--- config.mk ---
export PLATFORM = sky130hd
export DESIGN_NAME = dropbox_master_flat
export DESIGN_NICKNAME = d
export VERILOG_FILES = /design/src/rtl/dropbox_pkg.sv /design/src/rtl/dropbox_master_if.sv /design/src/rtl/dropbox_poll_timer.sv /design/src/rtl/dropbox_master.sv /design/src/flat_wrapper.sv
export SDC_FILE = /design/constraint.sdc
export NUM_CORES = 1
export LEC_CHECK = 0
export ABC_AREA = 1
export CAP_MARGIN = 30
export CELL_PAD_IN_SITES_DETAIL_PLACEMENT = 1
export CELL_PAD_IN_SITES_GLOBAL_PLACEMENT = 2
export CORE_MARGIN = 3
export CORE_UTILIZATION = 23
export DETAILED_ROUTE_END_ITERATION = 7
export GPL_ROUTABILITY_DRIVEN = 0
export MAX_ROUTING_LAYER = met4
export PLACE_DENSITY = 0.79
export SLEW_MARGIN = 0
export SYNTH_ARGS = -nofsm -noshare
export SYNTH_HDL_FRONTEND = slang
export SYNTH_SLANG_ARGS = --single-unit
--- constraint.sdc ---
create_clock -name clk -period 1.5 [get_ports clk]
set_input_delay 0.3 -clock clk [delete_from_list [all_inputs] [get_ports clk]]
set_output_delay 0.3 -clock clk [all_outputs]
set_load 0.005 [all_outputs]
--- src/rtl/dropbox_pkg.sv ---
// Shared types and constants for the dropbox master slice.
package dropbox_pkg;

    localparam int DROPBOX_W = 8;

    typedef enum logic [1:0] {
        IDLE,
        WR,
        RD_REQ,
        RD_CAP
    } state_t;

endpackage

--- src/rtl/dropbox_master_if.sv ---
// Dropbox register bus: one write port and one read port, both single-cycle strobed.
interface dropbox_master_if;
    import dropbox_pkg::*;

    logic [DROPBOX_W-1:0] OUTBUS_ADDR;
    logic [DROPBOX_W-1:0] OUTBUS_DATA;
    logic                 OUTBUS_WE;
    logic [DROPBOX_W-1:0] INBUS_ADDR;
    logic                 INBUS_RE;
    logic [DROPBOX_W-1:0] INBUS_DATA;

    modport master (
        output OUTBUS_ADDR,
        output OUTBUS_DATA,
        output OUTBUS_WE,
        output INBUS_ADDR,
        output INBUS_RE,
        input  INBUS_DATA
    );

    modport slave (
        input  OUTBUS_ADDR,
        input  OUTBUS_DATA,
        input  OUTBUS_WE,
        input  INBUS_ADDR,
        input  INBUS_RE,
        output INBUS_DATA
    );

endinterface

--- src/rtl/dropbox_poll_timer.sv ---
// Poll interval counter: reloads to POLL_DIV-1, counts down while enabled, saturates at zero.
module dropbox_poll_timer #(
    parameter logic [15:0] POLL_DIV = 16'd4
) (
    input  logic clk,
    input  logic reset,
    input  logic load,
    input  logic dec,
    output logic zero
);

    logic [15:0] count;

    // Reload on reset or after a completed poll, otherwise count down to zero and stick there.
    always_ff @(posedge clk) begin
        if (reset || load) begin
            count <= POLL_DIV - 16'd1;
        end else if (dec && (count != '0)) begin
            count <= count - 16'd1;
        end
    end

    assign zero = (count == '0);

endmodule

--- src/rtl/dropbox_master.sv ---
// Dropbox master: pushes tx bytes to a dropbox register and polls it for changed bytes.
// Optional macro DROPBOX_MASTER_RXCNT_EN adds an 8-bit rx_count output counting rx_valid pulses.
module dropbox_master
    import dropbox_pkg::*;
#(
    parameter logic [7:0]  DEVADDR  = 8'h00,
    parameter logic [15:0] POLL_DIV = 16'd4
) (
    input  logic                  clk,
    input  logic                  reset,
    dropbox_master_if.master      bus,
    input  logic [DROPBOX_W-1:0]  tx_data,
    input  logic                  tx_valid,
    output logic                  tx_ready,
    output logic [DROPBOX_W-1:0]  rx_data,
    output logic                  rx_valid
`ifdef DROPBOX_MASTER_RXCNT_EN
    ,
    output logic [7:0]            rx_count
`endif
);

    state_t               state;
    logic [DROPBOX_W-1:0] last_rx;
    logic                 poll_zero;

    dropbox_poll_timer #(
        .POLL_DIV (POLL_DIV)
    ) u_timer (
        .clk   (clk),
        .reset (reset),
        .load  (state == RD_CAP),
        .dec   (state == IDLE),
        .zero  (poll_zero)
    );

    // Main FSM; every output is registered and defaults to 0 outside its strobe cycle.
    always_ff @(posedge clk) begin
        if (reset) begin
            state           <= IDLE;
            tx_ready        <= 1'b1;
            rx_valid        <= 1'b0;
            rx_data         <= '0;
            last_rx         <= '0;
            bus.OUTBUS_WE   <= 1'b0;
            bus.OUTBUS_ADDR <= '0;
            bus.OUTBUS_DATA <= '0;
            bus.INBUS_RE    <= 1'b0;
            bus.INBUS_ADDR  <= '0;
        end else begin
            tx_ready        <= 1'b0;
            rx_valid        <= 1'b0;
            bus.OUTBUS_WE   <= 1'b0;
            bus.OUTBUS_ADDR <= '0;
            bus.OUTBUS_DATA <= '0;
            bus.INBUS_RE    <= 1'b0;
            bus.INBUS_ADDR  <= '0;
            case (state)
                IDLE: begin
                    if (tx_valid && tx_ready) begin
                        // A pending write always beats an expired poll.
                        state           <= WR;
                        bus.OUTBUS_WE   <= 1'b1;
                        bus.OUTBUS_ADDR <= DEVADDR;
                        bus.OUTBUS_DATA <= tx_data;
                    end else if (poll_zero) begin
                        state          <= RD_REQ;
                        bus.INBUS_RE   <= 1'b1;
                        bus.INBUS_ADDR <= DEVADDR;
                    end else begin
                        tx_ready <= 1'b1;
                    end
                end
                WR: begin
                    state    <= IDLE;
                    tx_ready <= 1'b1;
                end
                RD_REQ: begin
                    state <= RD_CAP;
                end
                RD_CAP: begin
                    // Only a changed byte counts as a new message.
                    if (bus.INBUS_DATA != last_rx) begin
                        last_rx  <= bus.INBUS_DATA;
                        rx_data  <= bus.INBUS_DATA;
                        rx_valid <= 1'b1;
                    end
                    state    <= IDLE;
                    tx_ready <= 1'b1;
                end
                default: begin
                    state    <= IDLE;
                    tx_ready <= 1'b1;
                end
            endcase
        end
    end

`ifdef DROPBOX_MASTER_RXCNT_EN
    // Free-running count of received bytes, wrapping at 256.
    always_ff @(posedge clk) begin
        if (reset) begin
            rx_count <= '0;
        end else if (rx_valid) begin
            rx_count <= rx_count + 8'd1;
        end
    end
`endif

endmodule

--- src/flat_wrapper.sv ---
// flat-port wrapper written by rule: the top's interface ports become plain ports
module dropbox_master_flat import dropbox_pkg::*;
#(
    parameter logic [7:0]  DEVADDR  = 8'h00,
    parameter logic [15:0] POLL_DIV = 16'd4
)
  (clk, reset, tx_data, tx_valid, tx_ready, rx_data, rx_valid, bus_OUTBUS_ADDR, bus_OUTBUS_DATA, bus_OUTBUS_WE, bus_INBUS_ADDR, bus_INBUS_RE, bus_INBUS_DATA);
  dropbox_master_if bus_i ();
  input  logic clk;
  input  logic reset;
  input  logic [DROPBOX_W-1:0] tx_data;
  input  logic tx_valid;
  output logic tx_ready;
  output logic [DROPBOX_W-1:0] rx_data;
  output logic rx_valid;
  output wire logic [$bits(bus_i.OUTBUS_ADDR)-1:0] bus_OUTBUS_ADDR;
  output wire logic [$bits(bus_i.OUTBUS_DATA)-1:0] bus_OUTBUS_DATA;
  output wire logic [$bits(bus_i.OUTBUS_WE)-1:0] bus_OUTBUS_WE;
  output wire logic [$bits(bus_i.INBUS_ADDR)-1:0] bus_INBUS_ADDR;
  output wire logic [$bits(bus_i.INBUS_RE)-1:0] bus_INBUS_RE;
  input wire logic [$bits(bus_i.INBUS_DATA)-1:0] bus_INBUS_DATA;
  assign bus_OUTBUS_ADDR = bus_i.OUTBUS_ADDR;
  assign bus_OUTBUS_DATA = bus_i.OUTBUS_DATA;
  assign bus_OUTBUS_WE = bus_i.OUTBUS_WE;
  assign bus_INBUS_ADDR = bus_i.INBUS_ADDR;
  assign bus_INBUS_RE = bus_i.INBUS_RE;
  assign bus_i.INBUS_DATA = bus_INBUS_DATA;
  dropbox_master #(.DEVADDR(DEVADDR), .POLL_DIV(POLL_DIV)) u_core (.clk(clk), .reset(reset), .bus(bus_i), .tx_data(tx_data), .tx_valid(tx_valid), .tx_ready(tx_ready), .rx_data(rx_data), .rx_valid(rx_valid));
endmodule
==> results of run 1 <==
worst min-delay path by stage:
stage | end | start | depth (start not counted)
after floorplan | u_core.rx_valid | reset | 1
after global placement | u_core.u_timer.count[1] | u_core.u_timer.count[1] | 2
after detailed placement | u_core.u_timer.count[14] | u_core.u_timer.count[14] | 2
after CTS | u_core.bus.OUTBUS_DATA[0] | tx_data[0] | 3
after global routing | u_core.bus.OUTBUS_DATA[5] | tx_data[5] | 3
final | u_core.rx_data[1] | u_core.rx_data[1] | 2
power by group:
part	switching [mW]	internal, mW	total, mW	leakage (nW)
sequential	0.106	1.14	1.25	0.312
combinational	0.780	0.602	1.38	0.935
clock	0.373	0.370	0.742	0.0472
cell usage after synthesis (all sizes together):
cell type / instances / share of area [%]
a21oi: 20 / 6.6
buf: 21 / 8.4
conb: 1 / 0.19
dfxtp: 38 / 39
ha: 1 / 0.63
inv: 27 / 5.3
mux2i: 2 / 1.0
nand2: 71 / 15
nand3: 9 / 2.3
nand3b: 4 / 1.5
nand4: 1 / 0.32
nor2: 51 / 11
nor3: 2 / 0.51
nor4b: 1 / 0.44
o21ai: 4 / 1.0
o21bai: 1 / 0.38
xnor2: 9 / 4.0
xor2: 6 / 2.7
layout make-up:
class                   count  area share [%]
clock buffers               6            3.10
clock inverters             2           0.470
inverters                  27            3.99
multi-input cells         199            38.6
flip-flops and latches     38            29.1
well taps                 105            4.93
repair buffers             51            19.8
kinds of logic (layout without fill, tap and decap cells):
group                    Yosys count  count (layout)  share of synthesized area, %
AND/OR/NAND/NOR                  139             140                          31.4
buffers and inverters             48              86                          13.6
flip-flops                        38              38                          38.5
AO/OA/AOI/OAI                     25              25                          7.98
XOR/XNOR                          15              15                          6.65
multiplexers                       2               2                          1.01
adder cells (fa/ha/maj)            1               1                         0.633
other                              1              16                         0.190
state kept, by name (all words and copies together) (netlist names):
name,count
u_core.bus.INBUS_RE,1
u_core.rx_valid,1
u_core.bus.OUTBUS_DATA,8
u_core.bus.OUTBUS_WE,1
u_core.u_timer.count,16
u_core.tx_ready,1
u_core.state,2
u_core.rx_data,8
routing by layer:
metal  vias to the layer above  track usage [%]
met1                       786             12.2
met5                         -                -
met3                         5             2.97
met4                         0             3.15
met2                        36             17.1
li1                        905                -
timing repair:
item | 4_1_cts | 5_1_grt
hold endpoints to repair | 0 | 0
endpoints found under the setup margin | 9 | 23
gates resized for setup | 9 | 14
hold buffers | 0 | 0
pin swaps | 0 | 4
cloned | 0 | 1
setup buffers | 0 | 2
stage by stage:
step | hold WS (ns) | utilization (%) | setup TNS, ns | worst slack (ns) | power, mW
floorplan | 0.372 | - | 0 | 0.0719 | 2.21
global placement | 0.489 | 30.0 | -1.92 | -0.274 | 2.56
detailed placement | 0.502 | 30.0 | -2.32 | -0.333 | 2.58
CTS | 0.512 | 31.3 | 0 | 0.00179 | 3.36
global route | 0.510 | 32.1 | 0 | 0.00204 | 3.66
finish | 0.508 | 32.1 | 0 | 0.0512 | 3.37
layout by cell type, fill, tap and decap left out, drive strengths merged:
master / synthesis / final
nand2: 71 / 72
nor2: 51 / 51
dfxtp: 38 / 38
clkdlybuf4s50: 0 / 33
inv: 27 / 27
a21oi: 20 / 20
conb: 1 / 16
buf: 21 / 13
xnor2: 9 / 9
nand3: 9 / 9
xor2: 6 / 6
clkbuf: 0 / 6
dlymetal6s2s: 0 / 5
o21ai: 4 / 4
nand3b: 4 / 4
nor3: 2 / 2
mux2i: 2 / 2
nor4b: 1 / 1
nand4: 1 / 1
o21bai: 1 / 1
ha: 1 / 1
clkinv: 0 / 1
clkinvlp: 0 / 1
==> results.tsv, run 1 <==
stage	metric	value	unit
die	die area	9740	um^2
route	Detailed Routing Iterations Pass 1	4	
critical_path	CP Class	reg2out	
sta	Peak Freq	690	MHz
clocking	clk sinks	38	
die	Core Footprint	8300	um^2
critical_path	Startpoint Class	register	
layout	FF+latch area	774	um^2
synthesis	Yosys Warn Count	0	
sta	final worst clock skew	0.00829	ns
critical_path	Crit. Startpoint	u_core.rx_data[4]	
power_and_ir_drop	Max IR drop VDD	0.000623	V
critical_path	capture point of the worst reg-to-reg path	u_core.u_timer.count[1]	
placement	area of placed instances	2490	um^2
critical_path	Critical Path AT	1.15	ns
layout	Syn-to-layout area delta	34.8	%
clocking	CTS tree	yes	
sta	Slew Limit Fails	0	
route	met3 wire len	223	um
sta	final worst path period need	1.45	ns
sta	Hold Vio Cnt, Final	0	
grt	vias in the first global route	1755	
route	DR iter-0 viols	54	
placement	Cells after DPL	417	
synthesis	Cell Area, Synth	1980	um^2
die	initial core utilization	23.8	%
clocking	clk slew on worst S/H paths	0.08	ns
critical_path	Critical Path End	rx_data[4]	
clocking	cts bufs inserted	5	
synthesis	Mapped Cells	269	
clocking	Worst-Skew Late Latency	0.29	ns
power_and_ir_drop	Static Leak	1.29	nW
synthesis	Seq/Total Area, Yosys	38.5	%
die	Die W	98.7	um
layout	Cell Count, Final, Fillers Out	428	
die	I/O pins	55	
grt	antenna violations before repair	0	
layout	footprint of the multi-input gates	1030	um^2
placement	DP Wirelength	3760	um
route	top routing layer used	met4	
synthesis	Synth cell types	29	
die	num rows	33	
layout	# nets final	342	
synthesis	flops & latches, synth	38	
sta	Final Cycle Share	96.6	%
die	Die H	98.7	um
route	met2 wire len	2280	um
critical_path	crit-path cells	clkdlybuf4s50_1	
sta	RSZ-0062 raised after global routing	no	
hold_path	Worst Hold Class	reg2reg	
route	antenna viol nets, final	0	
grt	GRT Total Usage	10.3	%
critical_path	RR Startpoint	u_core.u_timer.count[1]	
placement	PortBufs	38	
critical_path	crit path capture type	output port	
clocking	root buf cell	clkbuf_8	
layout	share of cells above drive strength 1	17.3	%
status	status	finished, final reports clean	
power_and_ir_drop	Pwr per Cell Area	1270	nW/um^2
route	wire per inst	11.1	um
route	DR DRC count	0	
run	Max-Cap Viols	0	
synthesis	syn avg cell area	7.34	um^2
clocking	clock buffer depth	2	
critical_path	Crit-path slowest cell	clkdlybuf4s50_1	
grt	largest net degree at the start of global routing	15	
grt	total gr overflow	0	
critical_path	Critical Path RT	1.20	ns
layout	Filler Cell Count	997	
grt	first-pass GRT wire length	8050	um
critical_path	r2r setup slk	0.11	ns
clocking	H-tree depth	2	
critical_path	Worst Path Max Fanout	3	
critical_path	R2R depth	9	
route	detailed-route wire length	4750	um
critical_path	Stages on worst setup path	1	
layout	cell area after layout	2660	um^2
critical_path	slowest cell delay on critical path	0.50	ns
route	vias after detailed routing	1732	
critical_path	delay-heaviest family, CP	buffers and inverters	
sta	final setup vio count	0	
critical_path	Buf+Inv Stages, Crit Path	1	
layout	antenna cell count	0	
route	WL met1	2170	um
route	Vias per Instance	4.05	
No activity file was read; power rests on OpenSTA's default activity.
==> run 2, diff against run 1 <==
--- a/config.mk
+++ b/config.mk
@@ -11,11 +11,12 @@
 export CELL_PAD_IN_SITES_GLOBAL_PLACEMENT = 2
 export CORE_MARGIN = 3
 export CORE_UTILIZATION = 23
+export CTS_CLUSTER_SIZE = 40
 export DETAILED_ROUTE_END_ITERATION = 7
 export GPL_ROUTABILITY_DRIVEN = 0
 export MAX_ROUTING_LAYER = met4
-export PLACE_DENSITY = 0.79
-export SLEW_MARGIN = 0
+export PLACE_DENSITY = 0.8
 export SYNTH_ARGS = -nofsm -noshare
 export SYNTH_HDL_FRONTEND = slang
+export SYNTH_HIERARCHICAL = 1
 export SYNTH_SLANG_ARGS = --single-unit
==> run 2 against run 1 <==
Compared with the run above:
- highest routed layer unchanged
- clock power is 43% higher
- synthesized area increased by 4.9%
- register-to-register slack improved by 0.02 ns
- count of clock-buffer cells in the layout is 1 lower
- power increased by 24%
- synthesized cell count is 12% higher
- die area up 4.6%
- cell area increased by 9.3%
- fmax decreased by 0.56%
- sequential cell count stayed put
- non-clock buffer count up 15
- worst hold slack lost 0.021 ns
==> results.tsv, run 2 <==
stage	metric	value	unit	change
placement	Place WS	-0.218	ns	was -0.333 ns
critical_path	R2R depth	8		was 9
synthesis	Most used DFF post-synth	dfxtp_1		unchanged
grt	vias in the first global route	1937		was 1755
synthesis	flops & latches, synth	38		unchanged
sta	Final Cycle Share	97.1	%	was 96.6%
placement	PortBufs	38		unchanged
layout	Syn-to-layout area delta	40.5	%	was 34.8%
sta	final setup margin	0.0431	ns	was 0.0512 ns
layout	biggest regs	u_core/u_timer/count: 16 flops, u_core/bus.OUTBUS_DATA: 8 flops, u_core/last_rx: 8 flops		was u_core.u_timer.count: 16 flops, u_core.bus.OUTBUS_DATA: 8 flops, u_core.rx_data: 8 flops
power_and_ir_drop	Static Leak	1.39	nW	was 1.29 nW
hold_path	Hold Path Sink	u_core/u_timer/count[1]		was u_core.rx_data[1]
synthesis	Seq/Total Area, Yosys	36.7	%	was 38.5%
critical_path	Worst Path Max Fanout	3		unchanged
grt	GRT Total Usage	11.3	%	was 10.3%
layout	commonest non-fill, non-tap cell in the layout	nand2_1		unchanged
layout	# nets final	387		was 342
route	Vias per Instance	4.07		was 4.05
layout	number of flip-flops under the largest register name	16		unchanged
synthesis	Synth cell types	30		was 29
die	Die H	101	um	was 98.7 um
synthesis	share of the synthesized area in the top cell type	36.7	%	was 38.5%
critical_path	CP Class	reg2out		unchanged
clocking	root buf cell	clkbuf_8		unchanged
critical_path	crit path capture type	output port		unchanged
hold_path	Worst Hold Class	reg2reg		unchanged
route	DR DRC count	0		unchanged
route	antenna viol nets, final	0		unchanged
die	num rows	33		unchanged
synthesis	Post-synth EDFFs	0		unchanged
die	I/O pins	55		unchanged
route	wire per inst	11.3	um	was 11.1 um
clocking	CTS tree	yes		unchanged
hold_path	Hold Path Depth	2		unchanged
grt	largest net degree at the start of global routing	18		was 15
clocking	clk sinks	38		unchanged
layout	Biggest register	u_core/u_timer/count		was u_core.u_timer.count
critical_path	delay-heaviest family, CP	buffers and inverters		unchanged
clocking	clk slew on worst S/H paths	0.08	ns	about the same
sta	Peak Freq	686	MHz	was 690 MHz
synthesis	dominant cell by count in the synthesized netlist	nand2_1		unchanged
layout	most frequent cells in the layout	82 x nand2_1, 43 x nor2_1, 35 x clkdlybuf4s50_1		was 64 x nand2_1, 45 x nor2_1, 33 x clkdlybuf4s50_1
clocking	H-tree depth	2		unchanged
synthesis	syn avg cell area	6.91	um^2	was 7.34 um^2
power_and_ir_drop	Flop pwr share	31.6	%	was 37.0%
layout	antenna cell count	0		unchanged
route	detailed-route wire length	5360	um	was 4750 um
clocking	cts bufs inserted	5		unchanged
grt	first-pass GRT wire length	8950	um	was 8050 um
power_and_ir_drop	Sw Ratio	37.3	%	about the same
synthesis	Post-synth top cells	82 x nand2_1, 47 x nor2_1, 38 x dfxtp_1, 33 x inv_1, 17 x buf_4		was 65 x nand2_1, 47 x nor2_1, 38 x dfxtp_1, 26 x inv_1, 16 x buf_4
placement	DP Wirelength	4060	um	was 3760 um
critical_path	Crit-path slowest cell	clkdlybuf4s50_1		unchanged
route	DR iter-0 viols	34		was 54
clocking	Worst-Skew Late Latency	0.29	ns	about the same
power_and_ir_drop	Comb power frac	42.9	%	was 41.0%
synthesis	Yosys Warn Count	6		was 0
critical_path	Buf+Inv Stages, Crit Path	1		unchanged
clocking	clock buffer depth	2		unchanged
critical_path	Critical Path RT	1.20	ns	about the same
critical_path	Critical Path AT	1.16	ns	was 1.15 ns
sta	Slew Limit Fails	0		unchanged
die	initial core utilization	24.5	%	was 23.8%
die	Die W	101	um	was 98.7 um
die	Core Footprint	8460	um^2	was 8300 um^2
synthesis	top cells by area, synth	dfxtp_1 37%, nand2_1 15%, nor2_1 8.5%		was dfxtp_1 39%, nand2_1 12%, nor2_1 8.9%
power_and_ir_drop	Pwr per Cell Area	1440	nW/um^2	was 1270 nW/um^2
power_and_ir_drop	overall power	4.18	mW	was 3.37 mW
critical_path	crit-path cells	clkdlybuf4s50_1		unchanged
route	vias after detailed routing	1923		was 1732
critical_path	Crit. Startpoint	u_core/last_rx[5]		was u_core.rx_data[4]
power_and_ir_drop	Psw	1.56	mW	was 1.26 mW
grt	total gr overflow	0		unchanged
critical_path	RR Startpoint	u_core/u_timer/count[0]		was u_core.u_timer.count[1]
critical_path	slowest cell delay on critical path	0.50	ns	about the same
route	Detailed Routing Iterations Pass 1	4		unchanged
synthesis	Cell Area, Synth	2070	um^2	was 1980 um^2
grt	antenna violations before repair	0		unchanged
sta	final setup vio count	0		unchanged
power_and_ir_drop	Internal	2.62	mW	was 2.12 mW
sta	Hold Vio Cnt, Final	0		unchanged
status	status	finished, final reports clean		unchanged
die	die area	10200	um^2	was 9740 um^2
sta	final worst clock skew	0.00738	ns	was 0.00829 ns
hold_path	Hold Path Origin	u_core/u_timer/count[1]		was u_core.rx_data[1]
power_and_ir_drop	power share of the clock group	25.5	%	was 22.0%
critical_path	r2r setup slk	0.13	ns	was 0.11 ns
run	Max-Cap Viols	0		unchanged
layout	share of cells above drive strength 1	22.3	%	was 17.3%
critical_path	Startpoint Class	register		unchanged
synthesis	Async SR Flop Fraction	0	%	unchanged
sta	final worst path period need	1.46	ns	was 1.45 ns
synthesis	Yosys top cell by area	dfxtp_1		unchanged
power_and_ir_drop	Max IR drop VDD	0.000440	V	was 0.000623 V
synthesis	Mapped Cells	300		was 269
clocking	hold_buf cts	0		unchanged
critical_path	capture point of the worst reg-to-reg path	u_core/u_timer/count[8]		was u_core.u_timer.count[1]
[run 2: logic make-up after synthesis]
| family | share of synthesized area (%) |
|---|---|
| xor gates and xnor gates | 4.23 |
| and+or+nand+nor | 35.1 |
| buffers and inverters | 15.5 |
| adders and majority gates | 0.604 |
| other | 0.181 |
| AOI/OAI and AO/OA | 7.73 |
| DFF | 36.7 |
[run 2: worst max-delay path by stage]
stage                         endpoint  slack (ns)  depth (start not counted)
5_1_grt            u_core/bus.INBUS_RE       -0.03                          7
2_1_floorplan  u_core/u_timer/count[8]         0.1                         10
6_report                    rx_data[5]        0.04                          1
4_1_cts                     rx_data[2]       0.006                          1
3_3_place_gp         u_core/last_rx[5]       -0.16                         10
3_5_place_dp         u_core/last_rx[0]       -0.22                          7
[run 2: metrics by stage]
stage / hold slack (ns) / cell area (um^2) / TNS, ns / utilization (%) / std cells
after global routing: 0.518 / 2910 / -0.0959 / 34.4 / 473
after detailed placement: 0.498 / 2700 / -1.71 / 31.9 / 463
after CTS: 0.508 / 2850 / 0 / 33.6 / 471
after global placement: 0.486 / 2700 / -1.38 / 31.9 / 463
final: 0.487 / 2910 / 0 / 34.4 / 473
after floorplan: 0.372 / 2130 / 0 / - / 315
[run 2: power groups by stage]
| stage | combinational (mW) | sequential [mW] | clock (mW) |
|---|---|---|---|
| after floorplan | 1.19 | 1.32 | 0 |
| after global placement | 1.68 | 1.34 | 0 |
| after detailed placement | 1.72 | 1.34 | 0 |
| after CTS | 1.74 | 1.32 | 1.10 |
| after global routing | 2.04 | 1.35 | 1.15 |
| final | 1.79 | 1.32 | 1.06 |
[run 2: layout make-up]
class	instances	area, um^2
fill	1048	5550
tap	105	131
multi-input combinational	217	1080
clock buffer	5	68.8
sequential	38	773
clock inverter	3	68.8
inverter	39	149
timing repair buffer	66	639
[run 2: per-layer routing]
layer  routed length, um  global-route usage (%)
met5                   0                       -
met4                  72                    3.99
met3                 163                    1.87
met2                2660                    18.5
met1                2460                    13.9
[run 2: what timing repair did]
item / in CTS / in global routing
endpoints found under the setup margin: 7 / 31
endpoints found under the hold margin: 0 / 0
cloned: 0 / 0
setup buffers: 0 / 2
gates resized for setup: 7 / 18
==> run 3, diff against run 2 <==
--- a/config.mk
+++ b/config.mk
@@ -16,6 +16,7 @@
 export GPL_ROUTABILITY_DRIVEN = 0
 export MAX_ROUTING_LAYER = met4
 export PLACE_DENSITY = 0.8
+export RECOVER_POWER = 100
 export SYNTH_ARGS = -nofsm -noshare
 export SYNTH_HDL_FRONTEND = slang
 export SYNTH_HIERARCHICAL = 1
==> run 3 against run 2 <==
Compared with the run above:
- count of clock-buffer cells in the layout is the same
- die area is the same
- worst hold slack is essentially flat
- sequential share of layout area is essentially flat
==> results.tsv, run 3 (same netlist as run 2, synthesis figures left out) <==
stage	metric	value	unit	change
status	status	finished, final reports clean		unchanged
placement	DP Wirelength	4060	um	unchanged
sta	Slew Limit Fails	0		unchanged
clocking	clock buffer depth	2		unchanged
die	I/O pins	55		unchanged
layout	Syn-to-layout area delta	39.7	%	was 40.5%
layout	share of cells above drive strength 1	20.4	%	was 22.3%
critical_path	Worst Path Max Fanout	3		unchanged
route	vias after detailed routing	1925		was 1923
clocking	clk sinks	38		unchanged
critical_path	delay-heaviest family, CP	buffers and inverters		unchanged
grt	first-pass GRT wire length	8950	um	unchanged
layout	commonest non-fill, non-tap cell in the layout	nand2_1		unchanged
clocking	root buf cell	clkbuf_8		unchanged
clocking	CTS tree	yes		unchanged
sta	Peak Freq	686	MHz	about the same
layout	antenna cell count	0		unchanged
critical_path	Critical Path RT	1.20	ns	about the same
die	Die H	101	um	unchanged
placement	PortBufs	38		unchanged
die	num rows	33		unchanged
power_and_ir_drop	Flop pwr share	31.6	%	about the same
power_and_ir_drop	Internal	2.62	mW	about the same
layout	Biggest register	u_core/u_timer/count		unchanged
layout	post-layout util	34.2	%	was 34.4%
power_and_ir_drop	Pwr per Cell Area	1440	nW/um^2	about the same
route	Detailed Routing Iterations Pass 1	4		unchanged
sta	final worst path period need	1.46	ns	about the same
run	Max-Cap Viols	0		unchanged
power_and_ir_drop	Psw	1.56	mW	about the same
sta	final setup vio count	0		unchanged
grt	GRT Total Usage	11.3	%	unchanged
critical_path	crit-path cells	clkdlybuf4s50_1		unchanged
grt	largest net degree at the start of global routing	18		unchanged
clocking	H-tree depth	2		unchanged
power_and_ir_drop	Comb power frac	42.9	%	about the same
grt	vias in the first global route	1937		unchanged
critical_path	Crit-path slowest cell	clkdlybuf4s50_1		unchanged
critical_path	Buf+Inv Stages, Crit Path	1		unchanged
route	antenna viol nets, final	0		unchanged
sta	Final Cycle Share	97.2	%	was 97.1%
route	wire per inst	11.3	um	about the same
sta	setup_tns	0	ns	unchanged
power_and_ir_drop	Max IR drop VDD	0.000440	V	about the same
grt	antenna violations before repair	0		unchanged
layout	biggest regs	u_core/u_timer/count: 16 flops, u_core/bus.OUTBUS_DATA: 8 flops, u_core/last_rx: 8 flops		unchanged
power_and_ir_drop	Static Leak	1.38	nW	was 1.39 nW
critical_path	crit path capture type	output port		unchanged
clocking	clk slew on worst S/H paths	0.08	ns	about the same
route	DR iter-0 viols	34		unchanged
critical_path	Critical Path AT	1.16	ns	about the same
sta	Hold Vio Cnt, Final	0		unchanged
route	detailed-route wire length	5370	um	was 5360 um
die	Core Footprint	8460	um^2	unchanged
route	Vias per Instance	4.07		about the same
clocking	cts bufs inserted	5		unchanged
grt	total gr overflow	0		unchanged
die	initial core utilization	24.5	%	unchanged
layout	# nets final	387		unchanged
critical_path	Startpoint Class	register		unchanged
critical_path	CP Class	reg2out		unchanged
layout	number of flip-flops under the largest register name	16		unchanged
sta	final worst clock skew	0.00704	ns	was 0.00738 ns
route	DR DRC count	0		unchanged
die	Die W	101	um	unchanged
critical_path	slowest cell delay on critical path	0.50	ns	about the same
power_and_ir_drop	power share of the clock group	25.5	%	about the same
layout	most frequent cells in the layout	82 x nand2_1, 44 x nor2_1, 35 x clkdlybuf4s50_1		was 82 x nand2_1, 43 x nor2_1, 35 x clkdlybuf4s50_1
die	die area	10200	um^2	unchanged
hold_path	Worst Hold Class	reg2reg		unchanged
power_and_ir_drop	Sw Ratio	37.3	%	about the same
clocking	Worst-Skew Late Latency	0.29	ns	about the same
-- run 3: changes by cell type in the layout (fill, tap and decap cells not counted), sizes merged --
cell    change
buf         -1
clkbuf      +1
-- run 3: path summary, 6_finish.rpt --
path,slack (ns),startpoint,to,depth (start not counted)
min,0.49,u_core/u_timer/count[1],u_core/u_timer/count[1],2
max,0.04,u_core/last_rx[5],rx_data[5],1
max reg2reg,0.12,u_core/u_timer/count[0],u_core/u_timer/count[8],8
min reg2reg,0.49,u_core/u_timer/count[1],u_core/u_timer/count[1],2
-- run 3: cell type report --
| type | count | area, um^2 |
|---|---|---|
| sequential | 38 | 769 |
| clock inverter | 3 | 68.8 |
| inverter | 39 | 149 |
| timing repair buffer | 66 | 636 |
| tap | 105 | 131 |
| fill | 1049 | 5570 |
| clock buffer | 5 | 68.8 |
| multi-input combinational | 217 | 1070 |
-- run 3: power groups by stage --
stage | sequential, mW | combinational (mW) | clock (mW)
final | 1.32 | 1.79 | 1.06
after global routing | 1.35 | 2.03 | 1.15
after CTS | 1.32 | 1.74 | 1.10
after detailed placement | 1.34 | 1.72 | 0
after global placement | 1.34 | 1.68 | 0
after floorplan | 1.32 | 1.19 | 0
-- run 3: routing by layer --
layer  GRT usage [%]  up-vias  wire [um]  share of wire [%]
met5               -        -          0                  0
met4            3.99        0         72                1.3
met3            1.87        5        163                3.0
met2            18.5       30       2670                 50
met1            13.9      877       2470                 46
li1                -     1013          -                  -
-- run 3: metrics by stage --
stage	instances	area (um^2)	power [mW]	setup slack, ns	hold slack [ns]
3_5_place_dp	463	2700	3.06	-0.218	0.498
4_1_cts	471	2850	4.16	0.00591	0.508
5_1_grt	473	2900	4.53	-0.0258	0.518
3_3_place_gp	463	2700	3.01	-0.163	0.486
2_1_floorplan	315	2130	2.51	0.0989	0.372
6_report	473	2900	4.17	0.0427	0.487
-- run 3: repair_timing --
item	4_1_cts	5_1_grt
hold buffers	0	0
hold endpoints to repair	0	0
gates resized for setup	7	18
buffers inserted	0	2
pin swaps	0	0
endpoints found under the setup margin	7	31
-- run 3: worst min-delay path, cell delays in order, from the launching register on --
cell,delay [ns]
dfxtp_2,0.34
a21oi_1,0.06
o21ai_0,0.06
